[src/rtl/seq_divider_32by16.sv]
// Iterative restoring divider: 2*WIDTH-bit unsigned dividend by WIDTH-bit divisor,
// one quotient bit per clock, valid/ready handshake on input and result.
module seq_divider_32by16 #(
   parameter int unsigned WIDTH = 16,
   parameter int unsigned CNT_W = 5   // 2**CNT_W must exceed WIDTH
) (
   input  logic                 clk,
   input  logic                 rst_n,
   input  logic                 in_valid,
   output logic                 in_ready,
   input  logic [2*WIDTH-1:0]   dividend,
   input  logic [WIDTH-1:0]     divisor,
   output logic                 out_valid,
   input  logic                 out_ready,
   output logic [WIDTH-1:0]     quotient,
   output logic [WIDTH-1:0]     remainder,
   output logic                 div_zero,
   output logic                 overflow
);

   localparam int unsigned DW = 2 * WIDTH;

   typedef enum logic [1:0] {
      IDLE = 2'd0,
      RUN  = 2'd1,
      DONE = 2'd2
   } state_t;

   state_t               state;
   logic [WIDTH-1:0]     rem_acc;   // partial remainder, always < div_reg between iterations
   logic [WIDTH-1:0]     quo_acc;   // low dividend bits shifting out, quotient bits shifting in
   logic [WIDTH-1:0]     div_reg;
   logic [CNT_W-1:0]     iter_cnt;

   logic [WIDTH-1:0]     div_hi;
   logic [WIDTH-1:0]     div_lo;
   logic [WIDTH:0]       rem_shift;
   logic [WIDTH:0]       rem_diff;
   logic                 take;
   logic [WIDTH-1:0]     rem_next;
   logic [WIDTH-1:0]     quo_next;

   // One restoring step. Since rem_acc < div_reg, the shifted value is below 2*div_reg,
   // so the difference fits WIDTH+1 bits signed and its MSB is the borrow.
   always_comb begin
      div_hi    = dividend[DW-1:WIDTH];
      div_lo    = dividend[WIDTH-1:0];
      rem_shift = {rem_acc, quo_acc[WIDTH-1]};
      rem_diff  = rem_shift - {1'b0, div_reg};
      take      = ~rem_diff[WIDTH];
      rem_next  = take ? rem_diff[WIDTH-1:0] : rem_shift[WIDTH-1:0];
      quo_next  = {quo_acc[WIDTH-2:0], take};
   end

   // Control FSM, datapath and registered outputs.
   always_ff @(posedge clk) begin
      if (!rst_n) begin
         state     <= IDLE;
         in_ready  <= 1'b1;
         out_valid <= 1'b0;
         quotient  <= '0;
         remainder <= '0;
         div_zero  <= 1'b0;
         overflow  <= 1'b0;
         rem_acc   <= '0;
         quo_acc   <= '0;
         div_reg   <= '0;
         iter_cnt  <= '0;
      end else begin
         case (state)
            IDLE: begin
               if (in_valid && in_ready) begin
                  if (divisor == '0) begin
                     state     <= DONE;
                     in_ready  <= 1'b0;
                     out_valid <= 1'b1;
                     div_zero  <= 1'b1;
                     overflow  <= 1'b0;
                     quotient  <= '1;
                     remainder <= div_lo;
                  end else if (div_hi >= divisor) begin
                     state     <= DONE;
                     in_ready  <= 1'b0;
                     out_valid <= 1'b1;
                     div_zero  <= 1'b0;
                     overflow  <= 1'b1;
                     quotient  <= '1;
                     remainder <= div_lo;
                  end else begin
                     state     <= RUN;
                     in_ready  <= 1'b0;
                     div_zero  <= 1'b0;
                     overflow  <= 1'b0;
                     rem_acc   <= div_hi;
                     quo_acc   <= div_lo;
                     div_reg   <= divisor;
                     iter_cnt  <= '0;
                  end
               end
            end
            RUN: begin
               rem_acc  <= rem_next;
               quo_acc  <= quo_next;
               iter_cnt <= iter_cnt + CNT_W'(1);
               if (iter_cnt == CNT_W'(WIDTH - 1)) begin
                  state     <= DONE;
                  out_valid <= 1'b1;
                  quotient  <= quo_next;
                  remainder <= rem_next;
               end
            end
            DONE: begin
               if (out_ready) begin
                  state     <= IDLE;
                  out_valid <= 1'b0;
                  in_ready  <= 1'b1;
               end
            end
            default: begin
               state     <= IDLE;
               in_ready  <= 1'b1;
               out_valid <= 1'b0;
            end
         endcase
      end
   end

endmodule
[config.mk]
export PLATFORM = sky130hd
export DESIGN_NAME = seq_divider_32by16
export DESIGN_NICKNAME = d
export VERILOG_FILES = /design/src/rtl/seq_divider_32by16.sv
export SDC_FILE = /design/constraint.sdc
export NUM_CORES = 1
export LEC_CHECK = 0
export BUFFER_PORTS_ARGS = -buffer_cell sky130_fd_sc_hd__buf_2
export CORE_ASPECT_RATIO = 1.4
export CORE_MARGIN = 4
export CORE_UTILIZATION = 35
export CTS_CLUSTER_DIAMETER = 80
export DETAILED_ROUTE_END_ITERATION = 6
export PLACE_DENSITY = 0.5
export SYNTH_ARGS = -nofsm -noshare
export SYNTH_HDL_FRONTEND = slang
export SYNTH_SLANG_ARGS = --single-unit
[constraint.sdc]
create_clock -name clk -period 5.9 [get_ports clk]
set_input_delay 1.18 -clock clk [delete_from_list [all_inputs] [get_ports clk]]
set_output_delay 1.18 -clock clk [all_outputs]
set_load 0.02 [all_outputs]
# After elaboration in Yosys (flattened, before gate mapping)
# Cells that the tools add are included.
word_totals:
  reg_bits: 91
  in_bits: 52
  wordCells: 79
op_classes:
  n_addsub: 2
  n_reduce_logical: 11
  bitwise_logic: 4
  eq_ne: 9
  muxes: 41
  order_cmp: 1
op_table:
  columns: ["op", "n"]
  rows:
  - ["$mux 16", 15]
  - ["$pmux 16 s2", 4]
  - ["$sub 17x16->17", 1]
  - ["$ge 16x16->1", 1]
  - ["$logic_not 16->1", 1]
  - ["$reduce_and 4->1", 4]
  - ["$mux 5", 3]
  - ["$mux 1", 10]
  - ["$mux 2", 5]
  - ["$ne 2x2->1 const B", 5]
  - ["$pmux 5 s2", 1]
  - ["$pmux 1 s3", 2]
  - ["$pmux 2 s3", 1]
  - ["$reduce_and 3->1", 2]
  - ["$add 5x1->5 const B", 1]
  - ["$eq 5x4->1 const B", 1]
  - ["$not 1->1", 4]
  - ["$ne 3x3->1 const B", 1]
  - ["$eq 2x1->1 const B", 1]
  - ["$eq 2x2->1 const B", 1]
  - ["$logic_not 2->1", 1]
  - ["$reduce_and 2->1", 1]
  - ["$reduce_bool 2->1", 1]
  - ["$logic_and 1x1->1", 1]

# Longest topological paths before layout
depth:
  word_depth: 5
  mapped_depth: 11
  mapped_depth_nobuf: 10

# Least setup slack after synthesis
# OpenSTA, ideal clock, no wires.
synth_path:
  kind: "input to register"
  start: "in dividend[16]"
  end: "reg div_reg[6]"
  slack_ps: 2567
  n_path_buf: 1
  arrival_ps: 3206
  setup_ps: 128
  cell_stages: 10
  t_required_ps: 5772
  cell_sequence: "inv_1 ha_1 nand2b_1 a21o_1 a211oi_2 o32ai_4 nor4_4 buf_6 mux2i_1 nor2_1"
synth_between:
  elab_chain_cells: 3
synth_rtl:
  columns: ["element", "line", "text"]
  rows:
  - ["from (decl)", "11", "input logic [2*WIDTH-1:0] dividend,"]
  - ["$ge 16x16->1", "81", "end else if (div_hi >= divisor) begin"]
  - ["$not 1->1 (no line)", null, null]
  - ["$reduce_and 4->1 (no line)", null, null]
  - ["to (signal assigned)", "96", "div_reg <= divisor;"]
  - ["to (decl)", "32", "logic [WIDTH-1:0] div_reg;"]
# Every way passes these cells.
# A chain may end at the register's enable or synchronous reset.

# Worst setup path in the final report
layout_path:
  start: "reg quo_acc[15]"
  end: "reg remainder[14]"
layout_between:
  elab_chain_cells: 4
layout_rtl:
  columns: ["element", "line", "text"]
  rows:
  - ["from (decl)", "31", "logic [WIDTH-1:0] quo_acc;"]
  - ["from (signal assigned)", "95", "quo_acc <= div_lo;"]
  - ["from (signal assigned)", "103", "quo_acc <= quo_next;"]
  - ["$sub 17x16->17", "49", "rem_diff = rem_shift - {1'b0, div_reg};"]
  - ["$mux 16", "51", "rem_next = take ? rem_diff[WIDTH-1:0] : rem_shift[WIDTH-1:0];"]
  - ["$mux 16", "105", "if (iter_cnt == CNT_W'(WIDTH - 1)) begin"]
  - ["$pmux 16 s2", "70", "case (state)"]
  - ["to (signal assigned)", "80", "remainder <= div_lo;"]
  - ["to (signal assigned)", "88", "remainder <= div_lo;"]
  - ["to (signal assigned)", "109", "remainder <= rem_next;"]
  - ["to (decl)", "16", "output logic [WIDTH-1:0] remainder,"]
# Every way passes these cells. The select of a mux whose other input is x is not followed.

==> metrics.txt <==
Top Usage Layer GRT=met2; Final Util=0.415; total gr overflow=0; nets@finish=803; # port buffers=87; Crit Path Max Fanout=10; slack of the worst reg-to-reg path=2.28 ns; routing usage on met1=0.229; n_diodes=0; # hold bufs at CTS=0; vias in the first global route=5,154; Seq. cell area=1820 sq um; crit start category=flop; vias per cell=5.72; Crit-path slowest cell=a2111oi_1; setup TNS=0 ns; Compound-Gate Fraction of Synth Area=0.237; Critical Path, Cell by Cell=inv_1 > ha_1 > fa_1 > nand2b_1 > a21oi_2 > o211ai_4 > a21oi_2 > nor3_4 > a2111oi_1 > o31ai_1; synthesized area=5480 sq um; Synth Area in Adders=0.0813; htree depth=3; IO Pins=88; post-detail-place hpwl=13,100 um; site row count=53; largest net degree at the start of global routing=60; Max Clock Freq=276 MHz; Min Clock Period, post-route=3.62 ns; # DRC=0; Post-synth EDFFs=0; Area Growth Syn to Fin=15.2%; CTS Root Cell=clkbuf_16; clock-pin slew on the worst setup and hold paths=0.07 ns; Die X=114 um; drt total wl=17,700 um; ys flop type=dfxtp_1; Arrival @ worst endpoint=3.82 ns; Worst path max stage delay=0.84 ns; Relative slew margins=0.382; RSZ-0062 raised after global routing=false; fillers=1,569; max-cap violation count=0; Buf+Inv Stages, Crit Path=1; top cell type's share of synthesized area=0.333; Die ar.=17,700 sq um; post-CTS setup buffer count=0; global placement routability congestion=0.890; area of the multi-input gates=3300 sq um; worst hold path class=flop to flop; run status=finished, final reports clean; DRT iter0 DRCs=364; most frequent cells in the layout=dfxtp_1 (91), buf_2 (87), nand2_1 (67), nor2_1 (49), inv_1 (39); commonest non-fill, non-tap cell in the layout=dfxtp_1; GR met2 Demand/Resource=0.353; Starting Density=0.361; VDD IR-drop max=0.183 mV; leakage power=2.70 nW; Die H=156 um; Least-Margin Pin Slew=0.924 ns; fraction of layout cells with a size suffix above 1=0.191; Synth cell types=65; clock tree buffer depth=2; via count=5,218; Worst Hold Slack=0.475 ns; Cell Pwr Density=390 nW/um^2; Post-Synthesis Cells=655; CTS resizes=0; main combinational cell family by area after synthesis=compound AO/OA/AOI/OAI gates; Final Hold Fails=0; Skew-Pair Late Insertion Delay=0.34 ns; Post-Synth Simple-Gate Area=0.216; Tcrit/Tclk final=0.614; global-route wire length before repair=27,600 um; Avg Cell Area, Syn=8.36 sq um; #FFs+latches synth=91; FFs w/ async S/R, synth=0; CORE AREA=15,200 sq um; Final Slew Violations=0; initial antenna violation count=0; Syn Nets=742; Tot GR Track Use=0.197; Seq/Total Area, Yosys=0.333; Sink Count=91; clock skew=0.0126 ns; met3 Use GR=0.0318; Most common cell on crit path=a21oi_2; CTS tree=yes; YS warnings=0; Worst path top cell family by delay=compound AO/OA/AOI/OAI gates; Synth area leaders=dfxtp_1 (33%), ha_1 (7.8%), nand2_1 (4.6%); cts bufs inserted=9; post-route ant nets=0; XOR/XNOR share of the synthesized area=0.0160; setup violators final=0; Initial DRT Pass Iterations=5; multiplexer share of the synthesized area=0.0503; WL per Instance=19.4 um; critical setup path kind=flop to flop; cell type with the highest aggregate area in the netlist=dfxtp_1; Setup crit end kind=flop; Req. time, crit path=6.10 ns
-- worst reg2reg max path, cell delays in order (launching register included) --
cell and delay (ns):
dfxtp_1 0.35, inv_1 0.07, ha_1 0.23, fa_1 0.40, nand2b_1 0.20, a21oi_2 0.33, o211ai_4 0.16, a21oi_2 0.57
nor3_4 0.18, a2111oi_1 0.85, o31ai_1 0.15
-- cell families after synthesis --
group,Yosys count
DFF,91
adders and majority gates,35
buffers and inverters,83
xor gates and xnor gates,10
muxes,27
and+or+nand+nor,235
AOI/OAI and AO/OA,174
-- synth_stat cells (7+ instances only) --
| cell type | number |
|---|---|
| nand2_1 | 67 |
| clkbuf_1 | 29 |
| ha_1 | 34 |
| o21ai_0 | 32 |
| a21oi_1 | 25 |
| nand4_1 | 7 |
| or3_1 | 17 |
| dfxtp_1 | 91 |
| a21o_1 | 14 |
| xor2_1 | 8 |
| nand3_1 | 7 |
| o32ai_1 | 9 |
| a31oi_1 | 20 |
| nor4_1 | 19 |
| nor2_1 | 49 |
| o311a_1 | 15 |
| buf_2 | 8 |
| a211oi_1 | 9 |
| mux2i_1 | 23 |
| nand2b_1 | 7 |
| nor3_1 | 32 |
| inv_1 | 39 |
-- layer usage --
layer | share of wire | vias up
li1 | - | 2530
met5 | 0 | -
met4 | 0.039 | 0
met1 | 0.40 | 2515
met3 | 0.040 | 31
met2 | 0.53 | 142
-- path summary, 6_finish.rpt --
check               from            end  cells after the start
max          quo_acc[15]  remainder[14]                     10
min             overflow       overflow                      2
max reg2reg  quo_acc[15]  remainder[14]                     10
min reg2reg     overflow       overflow                      2
-- where the power goes --
group	internal [mW]	switching [mW]
combinational	0.410	0.682
sequential	0.697	0.0658
clock	0.336	0.267
total	1.44	1.02
-- stage by stage --
step                instances  setup WS, ns  power, mW  instance area (sq um)
CTS                       913          2.34       2.48                   6310
global route              913          2.15       2.62                   6310
floorplan                 655          2.57       1.58                   5480
detailed placement        897          1.98       1.86                   6000
finish                    913          2.28       2.46                   6310
global placement          897          2.07       1.85                   6000
-- layout make-up --
cell class / instances / area share
tap: 192 / 0.0381
clock buffer: 9 / 0.0357
multi-input combinational: 481 / 0.524
timing repair buffer: 94 / 0.0774
clock inverter: 7 / 0.0129
sequential: 91 / 0.289
inverter: 39 / 0.0232
Power figures use the tool's default switching activity.
